[src/rtl/wb_rr_arbiter.sv]
// Round-robin arbiter sharing one classic Wishbone slave port among up to four
// masters, with a bus watchdog that aborts cycles a slave never answers.
module wb_rr_arbiter #(
  parameter int unsigned NMASTERS = 2,
  parameter int unsigned TIMEOUT  = 255
) (
  input  logic                  clk,
  input  logic                  reset_n,
  input  logic [NMASTERS-1:0]    m_cyc_i,
  input  logic [NMASTERS-1:0]    m_stb_i,
  input  logic [NMASTERS-1:0]    m_we_i,
  input  logic [4*NMASTERS-1:0]  m_sel_i,
  input  logic [36*NMASTERS-1:0] m_adr_i,
  input  logic [32*NMASTERS-1:0] m_dat_i,
  output logic [31:0]            m_dat_o,
  output logic [NMASTERS-1:0]    m_ack_o,
  output logic [NMASTERS-1:0]    m_err_o,
  output logic                   s_cyc_o,
  output logic                   s_stb_o,
  output logic                   s_we_o,
  output logic [3:0]             s_sel_o,
  output logic [35:0]            s_adr_o,
  output logic [31:0]            s_dat_o,
  input  logic [31:0]            s_dat_i,
  input  logic                   s_ack_i,
  input  logic                   s_err_i,
  output logic [NMASTERS-1:0]    gnt_o
);

  localparam int unsigned AW = 36;
  localparam int unsigned DW = 32;
  localparam int unsigned SW = 4;
  localparam int unsigned CW = 8;
  localparam int unsigned IW = (NMASTERS > 2) ? 2 : 1;

  typedef enum logic [2:0] {
    ST_IDLE  = 3'b001,
    ST_GRANT = 3'b010,
    ST_ABORT = 3'b100
  } state_t;

  state_t            state;
  logic [IW-1:0]     last;
  logic [CW-1:0]     wd_cnt;
  logic              to_pulse;

  logic              win_valid;
  logic [IW-1:0]     win_idx;
  logic [IW-1:0]     cand;
  logic [NMASTERS-1:0] win_gnt;

  logic              mux_cyc;
  logic              mux_stb;
  logic              mux_we;
  logic [SW-1:0]     mux_sel;
  logic [AW-1:0]     mux_adr;
  logic [DW-1:0]     mux_dat;

  logic              in_grant;
  logic              slv_resp;
  logic              wd_fire;

  // Round-robin search starting just above the last granted master; scanning
  // the ring backwards lets the closest requester overwrite earlier hits.
  always_comb begin
    win_valid = 1'b0;
    win_idx   = last;
    cand      = last;
    for (int unsigned i = NMASTERS; i >= 1; i--) begin
      cand = IW'((32'(last) + i) % NMASTERS);
      if (m_cyc_i[cand]) begin
        win_valid = 1'b1;
        win_idx   = cand;
      end
    end
  end

  assign win_gnt = NMASTERS'(1) << win_idx;

  // AND-OR mux of the granted master's signals; all zero when nothing is granted.
  always_comb begin
    mux_cyc = 1'b0;
    mux_stb = 1'b0;
    mux_we  = 1'b0;
    mux_sel = '0;
    mux_adr = '0;
    mux_dat = '0;
    for (int unsigned k = 0; k < NMASTERS; k++) begin
      mux_cyc = mux_cyc | (m_cyc_i[k] & gnt_o[k]);
      mux_stb = mux_stb | (m_stb_i[k] & gnt_o[k]);
      mux_we  = mux_we  | (m_we_i[k]  & gnt_o[k]);
      mux_sel = mux_sel | (m_sel_i[k*SW +: SW] & {SW{gnt_o[k]}});
      mux_adr = mux_adr | (m_adr_i[k*AW +: AW] & {AW{gnt_o[k]}});
      mux_dat = mux_dat | (m_dat_i[k*DW +: DW] & {DW{gnt_o[k]}});
    end
  end

  assign in_grant = (state == ST_GRANT);
  assign slv_resp = s_ack_i | s_err_i;

  assign s_cyc_o  = mux_cyc & in_grant;
  assign s_stb_o  = mux_stb & in_grant;
  assign s_we_o   = mux_we;
  assign s_sel_o  = mux_sel;
  assign s_adr_o  = mux_adr;
  assign s_dat_o  = mux_dat;

  assign m_dat_o  = s_dat_i;
  assign m_ack_o  = {NMASTERS{s_ack_i & in_grant}} & gnt_o;
  assign m_err_o  = ({NMASTERS{s_err_i & in_grant}} | {NMASTERS{to_pulse}}) & gnt_o;

  // A response in the terminal count cycle beats the watchdog.
  assign wd_fire  = in_grant & s_stb_o & ~slv_resp & (wd_cnt == CW'(TIMEOUT - 1));

  // Arbitration FSM: grant, release on cyc drop, abort on watchdog expiry.
  always_ff @(posedge clk or negedge reset_n) begin
    if (!reset_n) begin
      state    <= ST_IDLE;
      gnt_o    <= '0;
      last     <= IW'(NMASTERS - 1);
      to_pulse <= 1'b0;
    end else begin
      to_pulse <= 1'b0;
      case (state)
        ST_IDLE: begin
          if (win_valid) begin
            state <= ST_GRANT;
            gnt_o <= win_gnt;
            last  <= win_idx;
          end
        end
        ST_GRANT: begin
          if (!mux_cyc) begin
            state <= ST_IDLE;
            gnt_o <= '0;
          end else if (wd_fire) begin
            state    <= ST_ABORT;
            to_pulse <= 1'b1;
          end
        end
        ST_ABORT: begin
          if (!mux_cyc) begin
            state <= ST_IDLE;
            gnt_o <= '0;
          end
        end
        default: begin
          state <= ST_IDLE;
          gnt_o <= '0;
        end
      endcase
    end
  end

  // Watchdog counts consecutive unanswered strobe cycles while granted.
  always_ff @(posedge clk or negedge reset_n) begin
    if (!reset_n) begin
      wd_cnt <= '0;
    end else if (!in_grant || !s_stb_o || slv_resp) begin
      wd_cnt <= '0;
    end else begin
      wd_cnt <= wd_cnt + CW'(1);
    end
  end

endmodule
[config.mk]
export PLATFORM = sky130hd
export DESIGN_NAME = wb_rr_arbiter
export DESIGN_NICKNAME = d
export VERILOG_FILES = /design/src/rtl/wb_rr_arbiter.sv
export SDC_FILE = /design/constraint.sdc
export NUM_CORES = 1
export LEC_CHECK = 0
export ABC_AREA = 1
export BUFFER_PORTS_ARGS = -buffer_cell sky130_fd_sc_hd__buf_4
export CORE_AREA = 2 2 117 119
export DETAILED_ROUTE_END_ITERATION = 12
export DIE_AREA = 0 0 119 121
export GPL_ROUTABILITY_DRIVEN = 1
export PLACE_DENSITY_LB_ADDON = 0.05
export SYNTH_ARGS = -nofsm -noshare
export SYNTH_HDL_FRONTEND = slang
export SYNTH_SLANG_ARGS = --single-unit
[constraint.sdc]
create_clock -name clk -period 2.4 [get_ports clk]
set_clock_uncertainty 0.1 [all_clocks]
set_input_delay 0.12 -clock clk [delete_from_list [all_inputs] [get_ports clk]]
set_output_delay 0.12 -clock clk [all_outputs]
set_load 0.01 [all_outputs]
==> flow_summary.yaml, run 1 <==
setup_path:
  cp.required_ns: 2.18
  cp-end-kind: "primary output"
  cp_max_fo: 38
  path_cells: "buf_12, a22o_1, buf_4"
  critPathArrivalTime_ns: 1.65
  worst_path_dominant_cell_family: "flip-flops"
  cp_slowest_stage_delay_ns: 0.78
  critPathKind: "reg2out"
  crit_buf_inv: 2
  setup.worst_path.start_class: "flip-flop"
  cp_slowest_cell: "dfrtp_2"
detailed_routing:
  drt-initial-drc-count: 96
  drcViolationCount: 0
  via_count: 2554
  ant_nets: 0
  routed_wl_um: 10800
  vias_per_cell: 4.13
  wl_per_cell_um: 17.5
  dr.pass1.iters: 4
final_layout:
  mostFrequentLayoutCells: "236 x buf_4, 73 x a22o_1, 39 x nand2_1"
  antenna_cells: 0
  finalNetCount: 631
  layout_commonest_cell: "buf_4"
  syn2layout_area_growth_pct: 96.2
  drive_gt1_share_pct: 57.0
clock_network:
  cts_max_level: 1
  cts_tree: "yes"
  insertion_delay_ns: 0.25
  cts_buffers: 3
  cts_max_path_buffers: 2
  ctsRootBufferMaster: "clkbuf_16"
  cts_sinks: 15
  cts_resized: 0
  clk_pin_slew_ns: 0.05
synth:
  ys_ff_latch: 15
  synth_top_family_by_area: "compound AO/OA/AOI/OAI gates"
  yosys-mux-area-fraction_pct: 0
  synth_cell_types: 23
  synthSimpleGateAreaFrac_pct: 18.7
  syn-mean-instance-area_um2: 7.53
  synth_top_area_share_pct: 34.4
  netlist_instances: 247
  syn-cell-area_um2: 1860
  synth_top_area_cell: "a22o_1"
  seq_area_frac_synth_pct: 20.3
  synth_adder_area_share_pct: 1.34
  synth-compound-area-share_pct: 36.7
  synth_area_leaders: "a22o_1 34%, dfrtp_1 17%, buf_4 15%"
  yosys_warnings: 0
  synth_xor_area_share_pct: 0.471
  synth_nets: 435
placement:
  gp_congestion: 0.742
  portBuffers: 234
  dpl.hpwl_um: 9080
timing:
  rsz0062_at_grt: "no"
  timing.final.crit_period_ns: 1.87
  fmax_mhz: 536
  finalMaxSlewViolations: 0
  worst_pin_slew_ns: 0.650
  fin_crit_sh_pct: 77.8
  slew_headroom_pct: 56.7
  finalSetupTns_ns: 0
  final-hold-violation-count: 0
  final-setup-viol-count: 0
pwr:
  combinationalPowerShare_pct: 76.7
  p_total_w: 0.00357
  p_clk_share_pct: 9.2
  seq_power_share_pct: 14.1
  ir_drop_uv: 334
  internal_power_w: 0.00199
  p_sw_w: 0.00158
  swShare_pct: 44.2
  p_leak_nw: 1.97
  power_density_nw_per_um2: 977
floorplanning:
  fp.dieW_um: 119
  coreArea_um2: 13100
  die_height_um: 121
  rows: 42
  ios: 299
  dieArea_um2: 14400
  start_util_pct: 14.2
outcome:
  status: "finished, final reports clean"
grt:
  antenna_found_initial: 0
  grt-ovfl-total: 0
  grt_max_degree: 39
  grt_usage_pct: 14.1
  grt_pass1_vias: 2540
  grt_pass1_wl_um: 15600
flow_run:
  drv_cap: 0
hold_path:
  min_path_type: "in2out"
==> cells in the mapped netlist <==
cell and n:
a22o_1 73, nand2_1 39, buf_4 37, nor2_1 22, inv_1 21, dfrtp_1 13
buf_2 11, nand3_1 8, nor3_1 3, a21oi_1 2, dfstp_2 2, ha_1 2
inv_2 2, o21ai_0 2, o21bai_1 2, nand2_2 1, nand3_2 1, nand3_4 1
nand4_1 1, nor2_4 1, nor3b_2 1, o21a_1 1, xnor2_1 1
==> layer usage <==
layer	track usage (%)	wire length (um)	vias to the layer above
li1	-	-	1233
met1	17.5	4450	1181
met2	24.8	5480	129
met3	3.38	761	11
met4	3.20	153	0
met5	0	0	-
==> timing repair <==
action | CTS | global route
endpoints found under the hold margin | 15 | 0
hold buffers | 1 | 0
buffers inserted | 0 | 0
==> layout make-up <==
cell class	count	area (um2)
tap	176	220
fill	1452	9430
multi-input combinational	161	1060
sequential	15	380
timing repair buffer	239	1820
inverter	23	86.3
clock buffer	4	78.8
==> power by group through the flow <==
stage                     sequential, W  clock, W  combinational [W]
after global placement         0.000513         0            0.00279
after floorplan                0.000359         0            0.00150
final                          0.000503  0.000327            0.00274
after detailed placement       0.000512         0            0.00277
after CTS                      0.000507  0.000341            0.00279
after global routing           0.000523  0.000353            0.00295
==> stage by stage <==
step,hold slack [ns],cell area (um2),utilization (%),cells,worst slack [ns]
after floorplan,-0.276,1860,-,247,1.17
after global placement,-0.105,3560,27.2,613,0.783
after detailed placement,-0.108,3560,27.2,613,0.777
after CTS,0.140,3650,27.9,618,0.517
after global routing,0.140,3650,27.9,618,0.442
final,0.140,3650,27.9,618,0.533
==> state kept, by name (all words and copies together) (netlist names) <==
name / count
last: 1
state: 3
wd_cnt: 8
gnt_o: 2
to_pulse: 1
==> logic make-up after synthesis <==
kind of cell             after synthesis
AO/OA/AOI/OAI                         80
AND/OR/NAND/NOR                       78
buffers and inverters                 71
flip-flops                            15
adder cells (fa/ha/maj)                2
XOR/XNOR                               1
==> worst paths after layout <==
path / cells past startpoint / from / end / slack [ns]
worst max-delay path: 3 / gnt_o[0] / s_adr_o[17] / 0.53
worst min-delay path: 0 / s_dat_i[27] / m_dat_o[27] / 0.14
worst max register to register: 6 / gnt_o[0] / wd_cnt[5] / 0.79
worst min register to register: 1 / wd_cnt[0] / wd_cnt[0] / 0.40
max in group asynchronous: 2 / reset_n / state[0] / 1.78
min in group asynchronous: 2 / reset_n / wd_cnt[7] / 0.16
Power figures use the tool's default switching activity.
==> run 2, diff against run 1 <==
==> constraint.sdc (replaced) <==
create_clock -name clk -period 1.6 [get_ports clk]
set_clock_uncertainty 0.1 [all_clocks]
set_input_delay 0.08 -clock clk [delete_from_list [all_inputs] [get_ports clk]]
set_output_delay 0.08 -clock clk [all_outputs]
set_load 0.01 [all_outputs]
==> flow_summary.yaml, run 2 (synthesis gave the netlist of run 1 again) <==
floorplanning:
  coreArea_um2: 13100
  die_height_um: 121
  ios: 299
  rows: 42
  dieArea_um2: 14400
  fp.dieW_um: 119
  start_util_pct: 14.2
setup_path:
  path_cells: "buf_6, a22o_1, buf_4"
  worst_path_dominant_cell_family: "flip-flops"
  cp_max_fo: 26
  setup.worst_path.start_class: "flip-flop"
  critPathArrivalTime_ns: 1.36
  cp_slowest_stage_delay_ns: 0.45
  critPathKind: "reg2out"
  crit_buf_inv: 2
  cp-end-kind: "primary output"
  cp.required_ns: 1.42
  cp_slowest_cell: "dfrtp_2"
  startpoint: "gnt_o[1]"
  r2r-start: "wd_cnt[0]"
timing:
  slew_headroom_pct: 81.1
  fin_crit_sh_pct: 96.3
  timing.final.crit_period_ns: 1.54
  rsz0062_at_grt: "no"
  worst_pin_slew_ns: 0.282
  final-setup-viol-count: 0
  final-hold-violation-count: 0
  finalMaxSlewViolations: 0
  finalSetupTns_ns: 0
  fmax_mhz: 649
  setup_ws_ns: 0.0588
detailed_routing:
  drt-initial-drc-count: 89
  routed_wl_um: 11000
  wl_per_cell_um: 17.8
  vias_per_cell: 4.17
  drcViolationCount: 0
  via_count: 2586
  ant_nets: 0
  dr.pass1.iters: 4
grt:
  grt_pass1_vias: 2540
  grt_pass1_wl_um: 15600
  grt-ovfl-total: 0
  grt_max_degree: 49
  antenna_found_initial: 0
  grt_usage_pct: 14.2
clock_network:
  insertion_delay_ns: 0.25
  cts_max_path_buffers: 2
  cts_tree: "yes"
  cts_buffers: 3
  cts_max_level: 1
  ctsRootBufferMaster: "clkbuf_16"
  cts_sinks: 15
  clk_pin_slew_ns: 0.05
placement:
  pre_cts_slack_ns: 0.237
  dpl.hpwl_um: 9130
  post_dp_cell_area_um2: 3570
  portBuffers: 234
  gp_congestion: 0.875
pwr:
  p_clk_share_pct: 9.0
  seq_power_share_pct: 10.4
  ir_drop_uv: 642
  power_density_nw_per_um2: 1480
  internal_power_w: 0.00306
  p_leak_nw: 1.98
  swShare_pct: 43.7
  combinationalPowerShare_pct: 80.5
  p_sw_w: 0.00238
final_layout:
  largest_reg_flops: 8
  drive_gt1_share_pct: 58.1
  layout_commonest_cell: "buf_4"
  antenna_cells: 0
  top_register: "wd_cnt"
  top_regs: "wd_cnt x8, state x3, gnt_o x2"
  finalNetCount: 633
  num-fill-cells: 1444
  syn2layout_area_growth_pct: 98.4
  fin_area_um2: 3690
  mostFrequentLayoutCells: "236 x buf_4, 73 x a22o_1, 38 x nand2_1"
hold_path:
  min_path_type: "in2out"
  hp-start: "s_dat_i[1]"
outcome:
  status: "finished, final reports clean"
flow_run:
  drv_cap: 0
run 2: cell types whose count changed in the layout (fill, tap and decap cells not counted), sizes merged:
cell	change
buf	+2
run 2: area by class of cell:
cell class	count	area (um2)	share of cell area [%]
clock buffer	4	78.8	2.14
sequential	15	382	10.3
timing repair buffer	241	1850	50.2
tap	176	220	5.97
inverter	23	86.3	2.34
multi-input combinational	161	1070	29.0
run 2: worst paths after layout:
kind	slack, ns	depth (start not counted)	to
worst min-delay path	0.06	0	m_dat_o[1]
worst max register to register	0.28	7	state[1]
worst max-delay path	0.06	3	s_sel_o[1]
min in group asynchronous	0.13	2	wd_cnt[5]
worst min register to register	0.39	1	wd_cnt[0]
max in group asynchronous	1.02	2	last
run 2: repair_timing:
item	in CTS	in global routing
hold buffers	1	0
gates resized for setup	1	4
buffers inserted	2	0
endpoints found under the setup margin	3	3
pin swaps	0	2
hold endpoints to repair	15	0
run 2: per-layer routing:
| layer | track usage [%] | up-vias | part of all wire, % |
|---|---|---|---|
| li1 | - | 1241 | - |
| met1 | 16.5 | 1201 | 38 |
| met2 | 25.1 | 135 | 51 |
| met3 | 5.36 | 9 | 9.3 |
| met4 | 2.60 | 0 | 1.1 |
| met5 | 0 | - | 0 |
run 2: power by group through the flow:
| stage | combinational, W | clock (W) | sequential (W) |
|---|---|---|---|
| after floorplan | 0.00225 | 0 | 0.000538 |
| after global placement | 0.00438 | 0 | 0.000600 |
| after detailed placement | 0.00437 | 0 | 0.000602 |
| after CTS | 0.00448 | 0.000510 | 0.000568 |
| after global routing | 0.00473 | 0.000533 | 0.000583 |
| final | 0.00439 | 0.000492 | 0.000569 |
run 2: metrics by stage:
stage / hold slack (ns) / total power (W) / std cells / utilization, %
2_1_floorplan: -0.316 / 0.00279 / 247 / -
3_3_place_gp: -0.144 / 0.00498 / 613 / 27.3
3_5_place_dp: -0.147 / 0.00498 / 613 / 27.3
4_1_cts: 0.0601 / 0.00556 / 620 / 28.1
5_1_grt: 0.0600 / 0.00584 / 620 / 28.2
6_report: 0.0600 / 0.00545 / 620 / 28.2
==> run 3, diff against run 2 <==
--- a/config.mk
+++ b/config.mk
@@ -7,9 +7,11 @@
 export LEC_CHECK = 0
 export ABC_AREA = 1
 export BUFFER_PORTS_ARGS = -buffer_cell sky130_fd_sc_hd__buf_4
-export CORE_AREA = 2 2 117 119
+export CELL_PAD_IN_SITES_DETAIL_PLACEMENT = 1
+export CELL_PAD_IN_SITES_GLOBAL_PLACEMENT = 1
+export CORE_MARGIN = 2
+export CORE_UTILIZATION = 15
 export DETAILED_ROUTE_END_ITERATION = 12
-export DIE_AREA = 0 0 119 121
 export GPL_ROUTABILITY_DRIVEN = 1
 export PLACE_DENSITY_LB_ADDON = 0.05
 export SYNTH_ARGS = -nofsm -noshare
==> flow_summary.yaml, run 3 (synthesis gave the netlist of run 1 again) <==
outcome:
  status: "finished, final reports clean"
timing:
  whs_ns: 0.0600
  final-setup-viol-count: 0
  final-hold-violation-count: 0
  fmax_mhz: 647
  rsz0062_at_grt: "yes"
  worst_pin_slew_ns: 0.252
  finalMaxSlewViolations: 0
  timing.final.crit_period_ns: 1.54
  fin_crit_sh_pct: 96.6
  slew_headroom_pct: 83.1
placement:
  portBuffers: 234
  place_inst: 606
  gp_congestion: 0.740
  dpl.hpwl_um: 10900
grt:
  grt_max_degree: 49
  grt_pass1_wl_um: 17100
  grt_pass1_vias: 2686
  grt_usage_pct: 17.6
  antenna_found_initial: 0
  grt-ovfl-total: 0
floorplanning:
  ios: 299
  fp.dieW_um: 115
  dieArea_um2: 13300
  rows: 40
  start_util_pct: 15.4
  die_height_um: 115
  coreArea_um2: 12100
hold_path:
  holdPathStages: 0
  min_path_type: "in2out"
  hp-start: "s_dat_i[17]"
clock_network:
  insertion_delay_ns: 0.24
  ctsRootBufferMaster: "clkbuf_16"
  cts_sinks: 15
  cts_max_path_buffers: 2
  cts_buffers: 3
  cts_tree: "yes"
  cts_max_level: 1
  clk_pin_slew_ns: 0.05
setup_path:
  path_cells: "buf_12, a22o_1, buf_4"
  cp-end-kind: "primary output"
  worst-r2r-cell-count: 4
  critPathArrivalTime_ns: 1.36
  crit_buf_inv: 2
  worst_path_dominant_cell_family: "flip-flops"
  startpoint: "gnt_o[0]"
  cp_max_fo: 32
  setup.worst_path.start_class: "flip-flop"
  cp_slowest_cell: "dfrtp_2"
  cp.required_ns: 1.42
  r2r-start: "gnt_o[1]"
  cp_num_cells: 3
  cp_slowest_stage_delay_ns: 0.47
  critPathKind: "reg2out"
final_layout:
  postLayoutCoreUtil_pct: 30.7
  antenna_cells: 0
  syn2layout_area_growth_pct: 99.2
  mostFrequentLayoutCells: "234 x buf_4, 73 x a22o_1, 39 x nand2_1"
  stdcell_count: 612
  top_register: "wd_cnt"
  largest_reg_flops: 8
  layout_commonest_cell: "buf_4"
  drive_gt1_share_pct: 58.1
  finalNetCount: 633
  top_regs: "wd_cnt x8, state x3, gnt_o x2"
detailed_routing:
  wl_met2_um: 7330
  wl_met1_um: 4530
  vias_per_cell: 4.22
  dr.pass1.iters: 4
  routed_wl_um: 12900
  ant_nets: 0
  met3_wirelength_um: 920
  via_count: 2582
  drcViolationCount: 0
  drt-initial-drc-count: 65
  wl_per_cell_um: 21.1
  highest-signal-layer: "met4"
flow_run:
  drv_cap: 0
pwr:
  ir_drop_uv: 477
  power_density_nw_per_um2: 1530
  p_total_w: 0.00567
  p_leak_nw: 1.99
[run 3: through the flow]
stage,cell area [um2],setup slack (ns),TNS (ns)
after floorplan,1860,0.411,0
after global placement,3560,0.264,0
after detailed placement,3560,0.244,0
after CTS,3650,0.0163,0
after global routing,3710,-0.0171,-0.0223
final,3710,0.0551,0
[run 3: what timing repair did]
item | CTS | global route
endpoints found under the hold margin | 15 | 0
setup buffers | 0 | 0
setup endpoints to repair | 1 | 18
hold buffers | 1 | 0
resized for setup | 1 | 8
pin swaps | 0 | 1
cloned | 0 | 1
[run 3: metal layers]
metal,global-route usage (%),vias to the layer above
met3,4.11,8
met2,35.6,118
met1,18.5,1221
met5,0,-
met4,2.17,0
li1,-,1235
[run 3: worst paths after layout]
path / slack (ns) / to
min in group asynchronous: 0.14 / wd_cnt[6]
setup reg to reg: 0.28 / to_pulse
setup / recovery: 0.06 / s_dat_o[9]
hold / removal: 0.06 / m_dat_o[17]
hold reg to reg: 0.39 / wd_cnt[0]
max in group asynchronous: 1.01 / last
[run 3: layout make-up]
cell class	count	area, um2
well taps	168	210
fillers	1453	8360
flip-flops and latches	15	382
clock inverters	1	5.00
inverters	23	88.8
multi-input cells	161	1080
clock buffers	3	75.1
repair buffers	241	1870
[run 3: power by group]
part / switching, W / internal, W
clock: 0.000158 / 0.000334
combinational: 0.00228 / 0.00230
sequential: 0.000124 / 0.000469
